==> src/rtl/riscv_lsu.sv <==
// RV32I load/store unit: decodes a load/store request, drives the data-memory
// grant/rvalid handshake and returns extended load data or an error response.
//
// state  | meaning
// IDLE   | ready for a request; access checked on acceptance
// REQ    | mem_req_o held with stable address/data/enables until granted
// WAIT_R | load granted, waiting for mem_rvalid_i
// RESP   | one-cycle rsp_valid_o pulse, then back to IDLE
module riscv_lsu #(
    parameter int TIMEOUT_CYCLES = 16,
    parameter int XLEN           = 32
) (
    input  logic            clk,
    input  logic            rst,
    input  logic            req_valid_i,
    output logic            req_ready_o,
    input  logic            is_store_i,
    input  logic [2:0]      funct3_i,
    input  logic [XLEN-1:0] addr_i,
    input  logic [XLEN-1:0] wdata_i,
    output logic            rsp_valid_o,
    output logic [XLEN-1:0] rsp_rdata_o,
    output logic            rsp_err_o,
    output logic            mem_req_o,
    output logic            mem_we_o,
    output logic [3:0]      mem_be_o,
    output logic [XLEN-1:0] mem_addr_o,
    output logic [XLEN-1:0] mem_wdata_o,
    input  logic            mem_gnt_i,
    input  logic            mem_rvalid_i,
    input  logic [XLEN-1:0] mem_rdata_i
);

    typedef enum logic [1:0] {IDLE, REQ, WAIT_R, RESP} state_t;

    localparam int            CW       = (TIMEOUT_CYCLES > 1) ? $clog2(TIMEOUT_CYCLES + 1) : 1;
    localparam bit            TMO_EN   = (TIMEOUT_CYCLES > 0);
    localparam logic [CW-1:0] TMO_LAST = CW'((TIMEOUT_CYCLES > 0) ? TIMEOUT_CYCLES - 1 : 0);

    state_t          state, state_nx;
    logic [2:0]      funct3_q, funct3_nx;
    logic [1:0]      off_q, off_nx;
    logic [CW-1:0]   tmo_cnt, tmo_cnt_nx;
    logic            mem_req_nx, mem_we_nx, rsp_valid_nx, rsp_err_nx;
    logic [3:0]      mem_be_nx;
    logic [XLEN-1:0] mem_addr_nx, mem_wdata_nx, rsp_rdata_nx;

    logic            misaligned, illegal, tmo_hit;
    logic [3:0]      be_new;
    logic [XLEN-1:0] wdata_new, rshift, ld_data;

    assign req_ready_o = (state == IDLE);
    assign tmo_hit     = TMO_EN && (tmo_cnt == TMO_LAST);

    always_comb begin
        misaligned = 1'b0;
        be_new     = 4'b1111;
        wdata_new  = wdata_i;
        case (funct3_i[1:0])
            2'b00: begin
                be_new    = 4'b0001 << addr_i[1:0];
                wdata_new = {4{wdata_i[7:0]}};
            end
            2'b01: begin
                misaligned = addr_i[0];
                be_new     = 4'b0011 << {addr_i[1], 1'b0};
                wdata_new  = {2{wdata_i[15:0]}};
            end
            default: misaligned = (addr_i[1:0] != 2'b00);
        endcase
        if (is_store_i)
            illegal = (funct3_i >= 3'b011);
        else
            illegal = (funct3_i == 3'b011) || (funct3_i[2:1] == 2'b11);
    end

    always_comb begin
        rshift = mem_rdata_i >> {off_q, 3'b000};
        case (funct3_q)
            3'b000:  ld_data = {{24{rshift[7]}}, rshift[7:0]};
            3'b001:  ld_data = {{16{rshift[15]}}, rshift[15:0]};
            3'b100:  ld_data = {24'b0, rshift[7:0]};
            3'b101:  ld_data = {16'b0, rshift[15:0]};
            default: ld_data = rshift;
        endcase
    end

    always_comb begin
        state_nx     = state;
        funct3_nx    = funct3_q;
        off_nx       = off_q;
        tmo_cnt_nx   = tmo_cnt;
        mem_req_nx   = mem_req_o;
        mem_we_nx    = mem_we_o;
        mem_be_nx    = mem_be_o;
        mem_addr_nx  = mem_addr_o;
        mem_wdata_nx = mem_wdata_o;
        rsp_valid_nx = 1'b0;
        rsp_rdata_nx = '0;
        rsp_err_nx   = 1'b0;
        case (state)
            IDLE: begin
                if (req_valid_i) begin
                    funct3_nx = funct3_i;
                    off_nx    = addr_i[1:0];
                    if (misaligned || illegal) begin
                        state_nx     = RESP;
                        rsp_valid_nx = 1'b1;
                        rsp_err_nx   = 1'b1;
                    end else begin
                        state_nx     = REQ;
                        tmo_cnt_nx   = '0;
                        mem_req_nx   = 1'b1;
                        mem_we_nx    = is_store_i;
                        mem_be_nx    = be_new;
                        mem_addr_nx  = {addr_i[XLEN-1:2], 2'b00};
                        mem_wdata_nx = wdata_new;
                    end
                end
            end
            REQ: begin
                // mem_we_o still holds the latched store/load direction here
                if (mem_gnt_i) begin
                    mem_req_nx = 1'b0;
                    if (mem_we_o) begin
                        state_nx     = RESP;
                        rsp_valid_nx = 1'b1;
                    end else begin
                        state_nx   = WAIT_R;
                        tmo_cnt_nx = '0;
                    end
                end else if (tmo_hit) begin
                    mem_req_nx   = 1'b0;
                    state_nx     = RESP;
                    rsp_valid_nx = 1'b1;
                    rsp_err_nx   = 1'b1;
                end else if (TMO_EN) begin
                    tmo_cnt_nx = tmo_cnt + 1'b1;
                end
            end
            WAIT_R: begin
                if (mem_rvalid_i) begin
                    state_nx     = RESP;
                    rsp_valid_nx = 1'b1;
                    rsp_rdata_nx = ld_data;
                end else if (tmo_hit) begin
                    state_nx     = RESP;
                    rsp_valid_nx = 1'b1;
                    rsp_err_nx   = 1'b1;
                end else if (TMO_EN) begin
                    tmo_cnt_nx = tmo_cnt + 1'b1;
                end
            end
            RESP:    state_nx = IDLE;
            default: state_nx = IDLE;
        endcase
    end

    always_ff @(posedge clk or posedge rst) begin
        if (rst) begin
            state       <= IDLE;
            funct3_q    <= '0;
            off_q       <= '0;
            tmo_cnt     <= '0;
            mem_req_o   <= 1'b0;
            mem_we_o    <= 1'b0;
            mem_be_o    <= '0;
            mem_addr_o  <= '0;
            mem_wdata_o <= '0;
            rsp_valid_o <= 1'b0;
            rsp_rdata_o <= '0;
            rsp_err_o   <= 1'b0;
        end else begin
            state       <= state_nx;
            funct3_q    <= funct3_nx;
            off_q       <= off_nx;
            tmo_cnt     <= tmo_cnt_nx;
            mem_req_o   <= mem_req_nx;
            mem_we_o    <= mem_we_nx;
            mem_be_o    <= mem_be_nx;
            mem_addr_o  <= mem_addr_nx;
            mem_wdata_o <= mem_wdata_nx;
            rsp_valid_o <= rsp_valid_nx;
            rsp_rdata_o <= rsp_rdata_nx;
            rsp_err_o   <= rsp_err_nx;
        end
    end

endmodule

==> config.mk <==
export PLATFORM = sky130hd
export DESIGN_NAME = riscv_lsu
export DESIGN_NICKNAME = d
export VERILOG_FILES = /design/src/rtl/riscv_lsu.sv
export SDC_FILE = /design/constraint.sdc
export NUM_CORES = 1
export LEC_CHECK = 0
export CAP_MARGIN = 15
export CORE_MARGIN = 2
export CORE_UTILIZATION = 43
export CTS_CLUSTER_DIAMETER = 200
export DETAILED_ROUTE_END_ITERATION = 7
export PLACE_DENSITY = 0.83
export SLEW_MARGIN = 25
export SYNTH_ARGS = -nofsm -noshare
export SYNTH_HDL_FRONTEND = slang
export SYNTH_SLANG_ARGS = --single-unit
==> constraint.sdc <==
create_clock -name clk -period 5 [get_ports clk]
set_input_delay 1 -clock clk [delete_from_list [all_inputs] [get_ports clk]]
set_output_delay 1 -clock clk [all_outputs]
set_load 0.05 [all_outputs]
; Yosys cells after proc, flatten, opt, wreduce, memory -nomap -nowiden
; Index checks and enable logic that the tools add are counted.
[classes]
bitwise_logic = 1
shift = 3
eq_ne = 15
muxes = 36
addsub = 1
n_lt_le_gt_ge = 1
reduce_logical = 12
[op_table]
columns = cell, n
row1 = $pmux 32 s4, 1
row2 = $mux 32, 2
row3 = $pmux 32 s2, 1
row4 = $shr 32x5->32, 1
row5 = $mux 5, 6
row6 = $pmux 5 s3, 1
row7 = $mux 1, 14
row8 = $mux 2, 5
row9 = $pmux 2 s4, 1
row10 = $pmux 4 s2, 1
row11 = $eq 2x2->1 const B, 3
row12 = $eq 3x3->1 const B, 2
row13 = $ne 2x2->1 const B, 3
row14 = $ne 3x3->1 const B, 2
row15 = $pmux 1 s3, 2
row16 = $add 5x1->5 const B, 1
row17 = $eq 5x4->1 const B, 1
row18 = $reduce_and 5->1, 1
row19 = $eq 2x1->1 const B, 2
row20 = $logic_not 2->1, 2
row21 = $pmux 1 s2, 2
row22 = $reduce_and 4->1, 1
row23 = $reduce_bool 2->1, 2
row24 = $shl 1x2->4 const A, 1
row25 = other kinds (10), 11
[word_totals]
regBits = 114
output_inout_bits = 105
in_bits = 105
elab_cells = 81

; Longest topological paths before layout
[depth]
ltp_word = 7
mapped_depth = 10
mapped_depth_nobuf = 6

; Worst setup path after synthesis
; Ideal clock, no wire load.
[synth_timing]
kind = in2reg
start = in funct3_i[0]
end = reg tmo_cnt[1]
path_slack_ns = 2.584
setup_time_ns = 0.122
cell_stages = 6
required_ns = 4.878
path_buffers = 2
arrival_time_ns = 2.295
path_cell_list = clkbuf_1 -> a221oi_1 -> o21bai_1 -> buf_2 -> a221o_1 -> a32o_1
[synth_via]
elab_chain_len = 6
word_cells_on_any_way = 10
classes_between = 1 x order compare / 3 x eq/ne / 2 x mux / 4 x reduce/logical
[synth_rtl]
columns = item, line
row1 = from (decl), 18  ; input logic [2:0] funct3_i,
row2 = branches (longest 3 deep; another with $ge 3x2->1), -
row3 = $logic_or 1x1->1 *, 106  ; if (misaligned || illegal) begin
row4 = $ne 2x2->1 (no line) *, -
row5 = $reduce_and 5->1 (no line) *, -
row6 = to (signal assigned), 177  ; tmo_cnt <= tmo_cnt_nx;
row7 = to (decl), 43  ; logic [CW-1:0] tmo_cnt, tmo_cnt_nx;
; Mark *: on every way between the ends.
; A chain may end at the register's enable or synchronous reset.

; Worst setup path after layout
[layout_timing]
start = reg state[1]
end = out req_ready_o
[layout_via]
elab_chain_len = 1
[layout_rtl]
columns = item, line
row1 = from (decl), 40  ; state_t state, state_nx;
row2 = from (signal assigned), 174  ; state <= state_nx;
row3 = $logic_not 2->1, 52  ; assign req_ready_o = (state == IDLE);
row4 = to (decl), 16  ; output logic req_ready_o,
; No other way between the ends.

==> run_results.csv <==
group,metric,value,unit
synth,yosys_warnings,0,
synth,synthDistinctLibCells,43,
worst_setup_path,slowest_stage,"clkdlybuf4s50_1",
worst_setup_path,critPathKind,"reg -> out",
floorplanning,die_x,114,µm
final_layout,finalNetCount,850,
run_status,outcome,"completed",
clock_tree,max-clock-path-buffers,2,
drt,drt-initial-drc-count,441,
worst_setup_path,reg2regPathDepth,8,
floorplanning,core_area,0.0119,mm²
pwr,power_density,695,mW/mm²
clock_tree,tritoncts,"built",
sta,fin_hold_ws,0.475,ns
worst_setup_path,crit_required,4.00,ns
global_route,grt_max_degree,50,
placed_design,io_buffer_count,207,
sta,relSlewSlack,38.6,%
pwr,ir_drop,0.408,mV
sta,fin_skew,0.0175,ns
sta,worstMarginPinSlew,0.921,ns
drt,ant_nets,0,
synth,ys_top_cells_by_area,"dfrtp_1, nand2_1, mux2i_1",
sta,timing.final.crit_share,64.7,%
synth,synth_top_area_share,55.3,%
clock_tree,clkSlewWorstSetupHoldPaths,0.05,ns
worst_setup_path,rr_startpoint,"state[1]$_DFFE_PP0P_",
floorplanning,pin_count,210,
pwr,p_leak,3.67,nW
worst_setup_path,endpoint,"req_ready_o",
worst_setup_path,cp_max_fo,11,
synth,avgSynthCellArea,9.50,µm²
worst_setup_path,crit_path_start,"state[1]$_DFFE_PP0P_",
clock_tree,cts_resized,0,
run,maxCapViolCount,0,
worst_setup_path,r2r-end,"mem_wdata_o[28]$_DFFE_PP0P_",
clock_tree,root_buffer,"clkbuf_16",
drt,vias,4791,
global_route,gr-usage-all-layers,24.9,%
drt,totalWireLength,15700,µm
clock_tree,cts-hold-fix-buffers,0,
drt,wire_per_inst,17.5,µm
clock_tree,clk_latency,0.41,ns
worst_setup_path,worstSetupEndpointType,"primary output",
sta,finalSetupTns,0,ns
synth,synth_commonest_cells,"nand2_1, dfrtp_1, o21ai_0",
worst_setup_path,start_kind,"register",
drt,drc,0,
worst_setup_path,crit_chain,"inv_1, ha_1, clkdlybuf4s50_1",
synth,synthArstFlopShare,100,%
floorplanning,start_util,43.5,%
synth,ys_seq_area_share,55.3,%
floorplanning,dieArea,0.0129,mm²
sta,period_minus_slack,3.23,ns
placed_design,globalplace.congestion,0.889,
clock_tree,post_cts_buffers,0,
global_route,grt_first_pass_wirelength,25000,µm
synth,synth_ff_type,"dfrtp_1",
global_route,grt_pass1_vias,4892,
worst_setup_path,critPathArrivalTime,2.23,ns
worst_hold_path,hold_path.class,"reg -> reg",
final_layout,syn2layout_area_growth,54.3,%
synth,syn_inst,543,
drt,vias_per_cell,5.32,
sta,hold_violations,0,
synth,yosysMostFrequentCell,"nand2_1",
worst_setup_path,cp_slowest_stage_delay,0.89,ns
sta,setup_viol,0,
floorplanning,rows,40,
sta,slew_viol_final,0,
synth,synth_seq_cells,114,
clock_tree,htreeDepth,4,
sta,fmax,309,MHz
worst_setup_path,r2r_slack,2.38,ns
synth,syn_area,0.00516,mm²
synth,yosys.area.top_type,"dfrtp_1",
final_layout,diodes,0,
drt,firstDrtPassIters,6,
floorplanning,die_h,114,µm
clock_tree,clock_sinks,114,
sta,rsz0062_at_grt,"false",
final_layout,drive_above_1_share,6.51,%
global_route,grt_overflow,0,
clock_tree,numCtsBuffers,17,
global_route,antenna_found_initial,0,
synth,synth_enable_flop_cells,0,
placed_design,hpwl,11500,µm
==> where the power goes <==
group          internal, W  leakage [nW]  switching, W
Combinational     0.000931          1.90       0.00184
Sequential         0.00127          1.47      0.000242
Clock             0.000833         0.295      0.000411
==> worst min-delay path by stage <==
stage	end	start	slack, ns	cells past startpoint
CTS	mem_addr_o[19]$_DFFE_PP0P_	mem_addr_o[19]$_DFFE_PP0P_	0.48	2
floorplan	funct3_q[2]$_DFFE_PP0P_	funct3_q[2]$_DFFE_PP0P_	0.49	1
global placement	mem_addr_o[23]$_DFFE_PP0P_	mem_addr_o[23]$_DFFE_PP0P_	0.46	2
finish	mem_wdata_o[25]$_DFFE_PP0P_	mem_wdata_o[25]$_DFFE_PP0P_	0.47	2
detailed placement	mem_addr_o[19]$_DFFE_PP0P_	mem_addr_o[19]$_DFFE_PP0P_	0.47	2
global route	mem_wdata_o[3]$_DFFE_PP0P_	mem_wdata_o[3]$_DFFE_PP0P_	0.50	2
==> worst max-delay path, delay by kind of cell (launching register included) <==
family / cells / cell delay (ns)
adders and majority gates: 1 / 0.42
DFF: 1 / 0.41
buffers and inverters: 2 / 1.00
==> routing by layer <==
layer	vias to the layer above	track usage [%]	share of wire [%]
li1	2215	-	-
met1	2300	30.2	39
met2	240	40.7	49
met3	36	8.13	8.2
met4	0	11.3	2.8
met5	-	0	0
==> cell families after synthesis <==
group	Yosys count	synth area share, %
simple gates	224	17.9
flops	114	55.3
compound gates	108	12.4
mux	47	9.48
buf+inv	44	3.66
fa+ha+maj	5	1.21
other cells	1	0.0727
==> registers in the layout, summed over array words and instances, names as in the netlist <==
name / cells
mem_we_o: 1
rsp_err_o: 1
rsp_rdata_o: 32
mem_wdata_o: 32
funct3_q: 3
rsp_valid_o: 1
mem_be_o: 4
off_q: 2
tmo_cnt: 5
mem_addr_o: 30
mem_req_o: 1
state: 2
==> through the flow <==
step | utilization [%] | instances | total power, W | area [µm²] | setup WS (ns)
2_1_floorplan | - | 544 | 0.00330 | 5160 | 0.984
3_3_place_gp | 61.7 | 867 | 0.00420 | 7310 | 1.40
3_5_place_dp | 61.9 | 868 | 0.00429 | 7340 | 1.52
4_1_cts | 67.1 | 900 | 0.00556 | 7960 | 1.76
5_1_grt | 67.1 | 900 | 0.00578 | 7960 | 1.70
6_report | 67.1 | 900 | 0.00553 | 7960 | 1.77
==> area by class of cell <==
class                      instances  area (µm²)
multi-input combinational        386        2130
clock inverter                     9         128
inverter                           7        28.8
sequential                       114        2850
fill                             914        3900
tap                              147         184
clock buffer                      23         488
timing repair buffer             214        2140
==> cells in the final DEF (no fill, tap or decap), types with 10 or more instances in the layout <==
master,instances
nor2_1,23
clkdlybuf4s50_1,207
a211oi_1,16
clkbuf_16,17
o21ai_0,50
nor2b_1,10
a21oi_1,25
mux2i_1,41
dfrtp_1,114
nand2_1,170
(Power assumes the default switching activity.)
